<file path="src/rtl/hazard_ctrl_if.sv">
// hazard_ctrl_if: pipeline-side bundle for the hazard controller.
//   master - pipeline/datapath: drives the ID/EX/MEM/WB register fields, consumes the controls.
//   slave  - hazard_ctrl: consumes register fields, drives stall/flush/forward controls.
// Signals: ID sources (id_rs1/2 + used flags), EX sources/dest + memread, MEM/WB dest + regwrite,
//          branch_taken; outputs pc_stall, ifid_stall, idex_bubble, ifid_flush, idex_flush,
//          fwd_a, fwd_b, stall_busy.
interface hazard_ctrl_if #(
  parameter int unsigned REG_AW = 5
) ();
  logic [REG_AW-1:0] id_rs1;
  logic [REG_AW-1:0] id_rs2;
  logic              id_rs1_used;
  logic              id_rs2_used;
  logic [REG_AW-1:0] ex_rs1;
  logic [REG_AW-1:0] ex_rs2;
  logic [REG_AW-1:0] ex_rd;
  logic              ex_memread;
  logic [REG_AW-1:0] mem_rd;
  logic              mem_regwrite;
  logic [REG_AW-1:0] wb_rd;
  logic              wb_regwrite;
  logic              branch_taken;

  logic              pc_stall;
  logic              ifid_stall;
  logic              idex_bubble;
  logic              ifid_flush;
  logic              idex_flush;
  logic [1:0]        fwd_a;
  logic [1:0]        fwd_b;
  logic              stall_busy;

  modport master (
    output id_rs1, id_rs2, id_rs1_used, id_rs2_used, ex_rs1, ex_rs2, ex_rd, ex_memread,
           mem_rd, mem_regwrite, wb_rd, wb_regwrite, branch_taken,
    input  pc_stall, ifid_stall, idex_bubble, ifid_flush, idex_flush, fwd_a, fwd_b, stall_busy
  );

  modport slave (
    input  id_rs1, id_rs2, id_rs1_used, id_rs2_used, ex_rs1, ex_rs2, ex_rd, ex_memread,
           mem_rd, mem_regwrite, wb_rd, wb_regwrite, branch_taken,
    output pc_stall, ifid_stall, idex_bubble, ifid_flush, idex_flush, fwd_a, fwd_b, stall_busy
  );
endinterface

</file>
<file path="src/rtl/hazard_ctrl.sv">
// hazard_ctrl: load-use stall sequencing, branch flush and EX forwarding selects for the
// 5-stage pipeline.
// Ports:
//   i_clk  - core clock
//   i_rst  - synchronous active-high reset
//   io_hz  - hazard_ctrl_if.slave bundle (pipeline fields in, stall/flush/fwd controls out)
//   o_stall_cycles, o_flush_events - saturating performance counters, present only when
//                                    HAZARD_PERF_CNT_EN is defined.
// Stall/flush outputs are Mealy so they take effect in the cycle the hazard is seen.
module hazard_ctrl #(
  parameter int unsigned REG_AW   = 5,
  parameter int unsigned LOAD_LAT = 1,
  parameter int unsigned CNT_W    = 16
) (
  input  logic             i_clk,
  input  logic             i_rst,
  hazard_ctrl_if.slave     io_hz
`ifdef HAZARD_PERF_CNT_EN
  ,
  output logic [CNT_W-1:0] o_stall_cycles,
  output logic [CNT_W-1:0] o_flush_events
`endif
);

  if (LOAD_LAT < 1 || LOAD_LAT > 15 || CNT_W < 1 || REG_AW < 1) begin : g_param_check
    $error("hazard_ctrl: parameter out of range");
  end

  typedef enum logic [0:0] {StIdle, StLoadStall} state_e;

  // First stall cycle is spent in IDLE, so LOAD_STALL covers the remaining LOAD_LAT-1.
  localparam logic [3:0] LatM1 = 4'(LOAD_LAT - 1);

  state_e     r_state;
  logic [3:0] r_rem;

  logic       w_hit;
  logic       w_stall;
  logic       w_flush;
  logic       w_busy;
  logic [1:0] w_fwd_a;
  logic [1:0] w_fwd_b;

  function automatic logic [1:0] fwd_sel(input logic [REG_AW-1:0] src,
                                         input logic [REG_AW-1:0] mem_rd,
                                         input logic              mem_we,
                                         input logic [REG_AW-1:0] wb_rd,
                                         input logic              wb_we);
    logic [1:0] sel;
    sel = 2'b00;
    if (mem_we && (mem_rd != '0) && (mem_rd == src)) begin
      sel = 2'b10;
    end else if (wb_we && (wb_rd != '0) && (wb_rd == src)) begin
      sel = 2'b01;
    end
    return sel;
  endfunction

  assign w_hit = io_hz.ex_memread && (io_hz.ex_rd != '0) &&
                 ((io_hz.id_rs1_used && (io_hz.id_rs1 == io_hz.ex_rd)) ||
                  (io_hz.id_rs2_used && (io_hz.id_rs2 == io_hz.ex_rd)));

  always_comb begin
    w_stall = 1'b0;
    w_flush = 1'b0;
    w_busy  = 1'b0;
    w_fwd_a = 2'b00;
    w_fwd_b = 2'b00;
    if (!i_rst) begin
      w_fwd_a = fwd_sel(io_hz.ex_rs1, io_hz.mem_rd, io_hz.mem_regwrite,
                        io_hz.wb_rd, io_hz.wb_regwrite);
      w_fwd_b = fwd_sel(io_hz.ex_rs2, io_hz.mem_rd, io_hz.mem_regwrite,
                        io_hz.wb_rd, io_hz.wb_regwrite);
      if (io_hz.branch_taken) begin
        // Wrong-path squash overrides any stall, including an in-flight one.
        w_flush = 1'b1;
      end else if (r_state == StLoadStall) begin
        w_stall = 1'b1;
        w_busy  = 1'b1;
      end else if (w_hit) begin
        w_stall = 1'b1;
      end
    end
  end

  assign io_hz.pc_stall    = w_stall;
  assign io_hz.ifid_stall  = w_stall;
  assign io_hz.idex_bubble = w_stall;
  assign io_hz.ifid_flush  = w_flush;
  assign io_hz.idex_flush  = w_flush;
  assign io_hz.stall_busy  = w_busy;
  assign io_hz.fwd_a       = w_fwd_a;
  assign io_hz.fwd_b       = w_fwd_b;

  always_ff @(posedge i_clk) begin
    if (i_rst) begin
      r_state <= StIdle;
      r_rem   <= 4'd0;
    end else if (io_hz.branch_taken) begin
      r_state <= StIdle;
      r_rem   <= 4'd0;
    end else begin
      unique case (r_state)
        StIdle: begin
          if (w_hit && (LOAD_LAT > 1)) begin
            r_state <= StLoadStall;
            r_rem   <= LatM1;
          end
        end
        StLoadStall: begin
          // New hits are ignored here: the count is never extended.
          r_rem <= r_rem - 4'd1;
          if (r_rem == 4'd1) begin
            r_state <= StIdle;
          end
        end
        default: begin
          r_state <= StIdle;
          r_rem   <= 4'd0;
        end
      endcase
    end
  end

`ifdef HAZARD_PERF_CNT_EN
  logic [CNT_W-1:0] r_stall_cycles;
  logic [CNT_W-1:0] r_flush_events;

  always_ff @(posedge i_clk) begin
    if (i_rst) begin
      r_stall_cycles <= '0;
      r_flush_events <= '0;
    end else begin
      if (w_stall && (r_stall_cycles != '1)) begin
        r_stall_cycles <= r_stall_cycles + CNT_W'(1);
      end
      if (w_flush && (r_flush_events != '1)) begin
        r_flush_events <= r_flush_events + CNT_W'(1);
      end
    end
  end

  assign o_stall_cycles = i_rst ? '0 : r_stall_cycles;
  assign o_flush_events = i_rst ? '0 : r_flush_events;
`endif

endmodule

</file>
<file path="src/flat_wrapper.sv">
// flat-port wrapper written by rule: the top's interface ports become plain ports
module hazard_ctrl_flat 
#(
  parameter int unsigned REG_AW   = 5,
  parameter int unsigned LOAD_LAT = 1,
  parameter int unsigned CNT_W    = 16
)
  (i_clk, i_rst, io_hz_id_rs1, io_hz_id_rs2, io_hz_id_rs1_used, io_hz_id_rs2_used, io_hz_ex_rs1, io_hz_ex_rs2, io_hz_ex_rd, io_hz_ex_memread, io_hz_mem_rd, io_hz_mem_regwrite, io_hz_wb_rd, io_hz_wb_regwrite, io_hz_branch_taken, io_hz_pc_stall, io_hz_ifid_stall, io_hz_idex_bubble, io_hz_ifid_flush, io_hz_idex_flush, io_hz_fwd_a, io_hz_fwd_b, io_hz_stall_busy);
  hazard_ctrl_if #(.REG_AW(REG_AW)) io_hz_i ();
  input  logic i_clk;
  input  logic i_rst;
  input wire logic [$bits(io_hz_i.id_rs1)-1:0] io_hz_id_rs1;
  input wire logic [$bits(io_hz_i.id_rs2)-1:0] io_hz_id_rs2;
  input wire logic [$bits(io_hz_i.id_rs1_used)-1:0] io_hz_id_rs1_used;
  input wire logic [$bits(io_hz_i.id_rs2_used)-1:0] io_hz_id_rs2_used;
  input wire logic [$bits(io_hz_i.ex_rs1)-1:0] io_hz_ex_rs1;
  input wire logic [$bits(io_hz_i.ex_rs2)-1:0] io_hz_ex_rs2;
  input wire logic [$bits(io_hz_i.ex_rd)-1:0] io_hz_ex_rd;
  input wire logic [$bits(io_hz_i.ex_memread)-1:0] io_hz_ex_memread;
  input wire logic [$bits(io_hz_i.mem_rd)-1:0] io_hz_mem_rd;
  input wire logic [$bits(io_hz_i.mem_regwrite)-1:0] io_hz_mem_regwrite;
  input wire logic [$bits(io_hz_i.wb_rd)-1:0] io_hz_wb_rd;
  input wire logic [$bits(io_hz_i.wb_regwrite)-1:0] io_hz_wb_regwrite;
  input wire logic [$bits(io_hz_i.branch_taken)-1:0] io_hz_branch_taken;
  output wire logic [$bits(io_hz_i.pc_stall)-1:0] io_hz_pc_stall;
  output wire logic [$bits(io_hz_i.ifid_stall)-1:0] io_hz_ifid_stall;
  output wire logic [$bits(io_hz_i.idex_bubble)-1:0] io_hz_idex_bubble;
  output wire logic [$bits(io_hz_i.ifid_flush)-1:0] io_hz_ifid_flush;
  output wire logic [$bits(io_hz_i.idex_flush)-1:0] io_hz_idex_flush;
  output wire logic [$bits(io_hz_i.fwd_a)-1:0] io_hz_fwd_a;
  output wire logic [$bits(io_hz_i.fwd_b)-1:0] io_hz_fwd_b;
  output wire logic [$bits(io_hz_i.stall_busy)-1:0] io_hz_stall_busy;
  assign io_hz_i.id_rs1 = io_hz_id_rs1;
  assign io_hz_i.id_rs2 = io_hz_id_rs2;
  assign io_hz_i.id_rs1_used = io_hz_id_rs1_used;
  assign io_hz_i.id_rs2_used = io_hz_id_rs2_used;
  assign io_hz_i.ex_rs1 = io_hz_ex_rs1;
  assign io_hz_i.ex_rs2 = io_hz_ex_rs2;
  assign io_hz_i.ex_rd = io_hz_ex_rd;
  assign io_hz_i.ex_memread = io_hz_ex_memread;
  assign io_hz_i.mem_rd = io_hz_mem_rd;
  assign io_hz_i.mem_regwrite = io_hz_mem_regwrite;
  assign io_hz_i.wb_rd = io_hz_wb_rd;
  assign io_hz_i.wb_regwrite = io_hz_wb_regwrite;
  assign io_hz_i.branch_taken = io_hz_branch_taken;
  assign io_hz_pc_stall = io_hz_i.pc_stall;
  assign io_hz_ifid_stall = io_hz_i.ifid_stall;
  assign io_hz_idex_bubble = io_hz_i.idex_bubble;
  assign io_hz_ifid_flush = io_hz_i.ifid_flush;
  assign io_hz_idex_flush = io_hz_i.idex_flush;
  assign io_hz_fwd_a = io_hz_i.fwd_a;
  assign io_hz_fwd_b = io_hz_i.fwd_b;
  assign io_hz_stall_busy = io_hz_i.stall_busy;
  hazard_ctrl #(.REG_AW(REG_AW), .LOAD_LAT(LOAD_LAT), .CNT_W(CNT_W)) u_core (.i_clk(i_clk), .i_rst(i_rst), .io_hz(io_hz_i));
endmodule
</file>
<file path="config.mk">
export PLATFORM = sky130hd
export DESIGN_NAME = hazard_ctrl_flat
export DESIGN_NICKNAME = d
export VERILOG_FILES = /design/src/rtl/hazard_ctrl_if.sv /design/src/rtl/hazard_ctrl.sv /design/src/flat_wrapper.sv
export SDC_FILE = /design/constraint.sdc
export NUM_CORES = 1
export LEC_CHECK = 0
export CAP_MARGIN = 20
export CORE_MARGIN = 2
export CORE_UTILIZATION = 39
export CTS_CLUSTER_SIZE = 10
export DETAILED_ROUTE_END_ITERATION = 16
export DONT_BUFFER_PORTS = 1
export GPL_TIMING_DRIVEN = 1
export MAX_ROUTING_LAYER = met4
export PLACE_DENSITY = 0.58
export SLEW_MARGIN = 5
export SYNTH_ARGS = -nofsm -noshare
export SYNTH_HDL_FRONTEND = slang
export SYNTH_SLANG_ARGS = --single-unit
</file>
<file path="constraint.sdc">
create_clock -name i_clk -period 1.95 [get_ports i_clk]
set_input_delay 0.39 -clock i_clk [delete_from_list [all_inputs] [get_ports i_clk]]
set_output_delay 0.39 -clock i_clk [all_outputs]
set_load 0.005 [all_outputs]
</file>
==> results.cfg <==
[outcome]
outcome = completed

[global_routing]
grt_pass1_vias = 549
grt_use_met3_pct = 3.57
grt_pass1_wl_um = 2150
grt_usage_pct = 14.4
antenna_found_initial = 0
grt_util_met1_pct = 17.1
grt_start_max_net_pins = 10
grt_most_used_layer = met2
groute.layer.met2.usage_pct = 23.9
overflow = 0

[clocking]
numCtsBuffers = 3
cts.path.max_buffers = 2
cts_resized = 0
postCtsSetupBuffers = 0
h-tree-depth = 1
clock_latency_ns = 0.24
cts_sinks = 5
cts_tree = done
cts_root_buf = clkbuf_4
path_clk_slew_ns = 0.05
hold_buffers = 0

[worst_hold_path]
hold_depth = 1
hp-class = in2reg
holdPathEnd = u_core.r_rem[3]
hp-start = io_hz_branch_taken

[floorplanning]
rows = 15
initial_core_util_pct = 40.5
dieArea_sq_mm = 0.00208
io_pins = 53
core_area_sq_mm = 0.00167
die-width_um = 45.7
chipHeight_um = 45.7

[sta]
worst_pin_slew_ns = 0.444
fin_crit_ns = 1.89
max_freq_mhz = 528
fin_skew_ns = 0.00782
rsz0062_at_grt = false
fin_tns_setup_ns = 0
slew_viol_final = 0
hold_viol_final = 0
setup_viol = 0
finalCritPeriodShare_pct = 97.1
slew_headroom_pct = 70.1

[finish]
syn_to_final_growth_pct = 5.36
final_common_cell = xor2_1
final_cell_mix = xor2_1 (17), xnor2_1 (16), nor3_1 (6), dfxtp_1 (5)
finalNetCount = 132
drive_above_1_share_pct = 9.30
diodes = 0

[worst_setup_path]
startpoint_type = input pin
rr_worst_depth = 3
cp_data_arrival_time_ns = 1.50
setup.worst_path.end_class = output port
crit_top_cell = nor3_1
crit_fanout = 4
path_cells = or4_1 -> o21ai_2 -> nor3_1 -> nor3_1
crit_required_ns = 1.56
r2r_end = u_core.r_rem[1]
rrSetupSlack_ns = 0.76
cp_slowest_stage_delay_ns = 0.53
crit_path_top_delay_cell = or4_1
r2r-start = u_core.r_rem[0]
path_class = in2out

[logic_synthesis]
synth-seq-cells = 5
synth_area_per_cell_sq_um = 8.06
ys_seq_area_share_pct = 14.8
synth.net_count = 129
ys_types = 25
synth_cells = 84
synth_area_sq_um = 677
ys_warn_count = 0

[power]
p_int_mw = 0.225
powerDensity_mw_per_mm2 = 414
ir_worst_vdd_v = 0.000190
leakage_nw = 0.229
switching_power_mw = 0.0705
seqPwrFrac_pct = 34.8
swShare_pct = 23.9
power_frac_comb_pct = 24.9
clock_power_share_pct = 40.3
post-layout-total-power_mw = 0.295

[placed_design]
gp_congestion = 0.741
dp_hpwl_um = 1290
io_buffers = 0

[detailed_routing]
drc_errors = 0
via_per_inst = 5.66
drtIter0Drc = 10
wl_um = 1450
drt-pass1-iter-count = 4
vias = 583
ant_nets = 0
routedWlPerCell_um = 14.1

[run]
max_cap_violations = 0
==> registers in the layout (all words and copies together), names as in the netlist <==
signal / count
u_core.r_rem: 4
u_core.r_state: 1
==> cell type report <==
| cell class | instances | area (sq um) |
|---|---|---|
| clock buffer | 4 | 26.3 |
| multi-input combinational | 72 | 539 |
| fill | 185 | 957 |
| timing repair buffer | 2 | 15.0 |
| sequential | 5 | 100 |
| tap | 17 | 21.3 |
| inverter | 3 | 11.3 |
==> cells in the mapped netlist <==
cell       instances  area (sq um)
nor4_1             4          25.0
a32oi_1            1          8.76
o21ai_0            1          5.00
nor3_1             6          30.0
nand3_1            3          15.0
o21ai_1            1          5.00
inv_1              3          11.3
xnor2_1           16           140
clkbuf_1           1          3.75
o211ai_1           1          7.51
or4_1              4          30.0
a21oi_1            1          5.00
nor4_2             1          12.5
and2_0             1          6.26
ha_1               2          25.0
buf_4              3          22.5
dfxtp_1            5           100
nor3_2             1          10.0
nor2b_1            2          12.5
xor2_1            17           149
a2111oi_0          1          8.76
nor4b_1            1          8.76
o21ai_2            1          8.76
nand2_1            4          15.0
nor2_1             3          11.3
==> per-layer routing <==
| layer | vias to the layer above | part of all wire, % |
|---|---|---|
| li1 | 295 | - |
| met1 | 268 | 39 |
| met2 | 20 | 55 |
| met3 | 0 | 6.1 |
| met4 | 0 | 0 |
| met5 | - | 0 |
==> worst max-delay path by stage <==
stage | start | to | slack (ns) | cells after the start
floorplan | io_hz_mem_rd[0] | io_hz_fwd_b[0] | 0.10 | 4
global placement | io_hz_mem_rd[0] | io_hz_fwd_b[0] | 0.05 | 4
detailed placement | io_hz_mem_rd[0] | io_hz_fwd_b[0] | 0.05 | 4
CTS | io_hz_mem_rd[0] | io_hz_fwd_b[0] | 0.05 | 4
global route | io_hz_mem_rd[0] | io_hz_fwd_a[0] | 0.008 | 4
finish | io_hz_mem_rd[0] | io_hz_fwd_a[0] | 0.06 | 4
==> critical path: cells and delay by family <==
| family | cells | cell delay, ns |
|---|---|---|
| AOI/OAI and AO/OA | 1 | 0.23 |
| and+or+nand+nor | 3 | 0.88 |
==> power groups by stage <==
stage                     combinational, mW  clock (mW)  sequential [mW]
after floorplan                      0.0684           0            0.104
after global placement               0.0726           0            0.104
after detailed placement             0.0724           0            0.104
after CTS                            0.0729       0.124            0.102
after global routing                 0.0829       0.130            0.102
final                                0.0736       0.119            0.103
==> cell families after synthesis <==
group | Yosys count | synth area share (%)
XOR/XNOR | 33 | 42.7
flip-flops | 5 | 14.8
adder cells (fa/ha/maj) | 2 | 3.70
AND/OR/NAND/NOR | 30 | 26.1
buffers and inverters | 7 | 5.54
AO/OA/AOI/OAI | 7 | 7.21
==> per-stage QoR <==
step / setup WS, ns / instances / cell area [sq um] / util, % / hold WS (ns)
after floorplan: 0.101 / 84 / 677 / - / 0.467
after global placement: 0.0478 / 98 / 679 / 40.7 / 0.468
after detailed placement: 0.0474 / 98 / 679 / 40.7 / 0.469
after CTS: 0.0461 / 102 / 706 / 42.2 / 0.212
after global routing: 0.00819 / 103 / 713 / 42.7 / 0.207
final: 0.0574 / 103 / 713 / 42.7 / 0.216
Power figures use the tool's default switching activity.
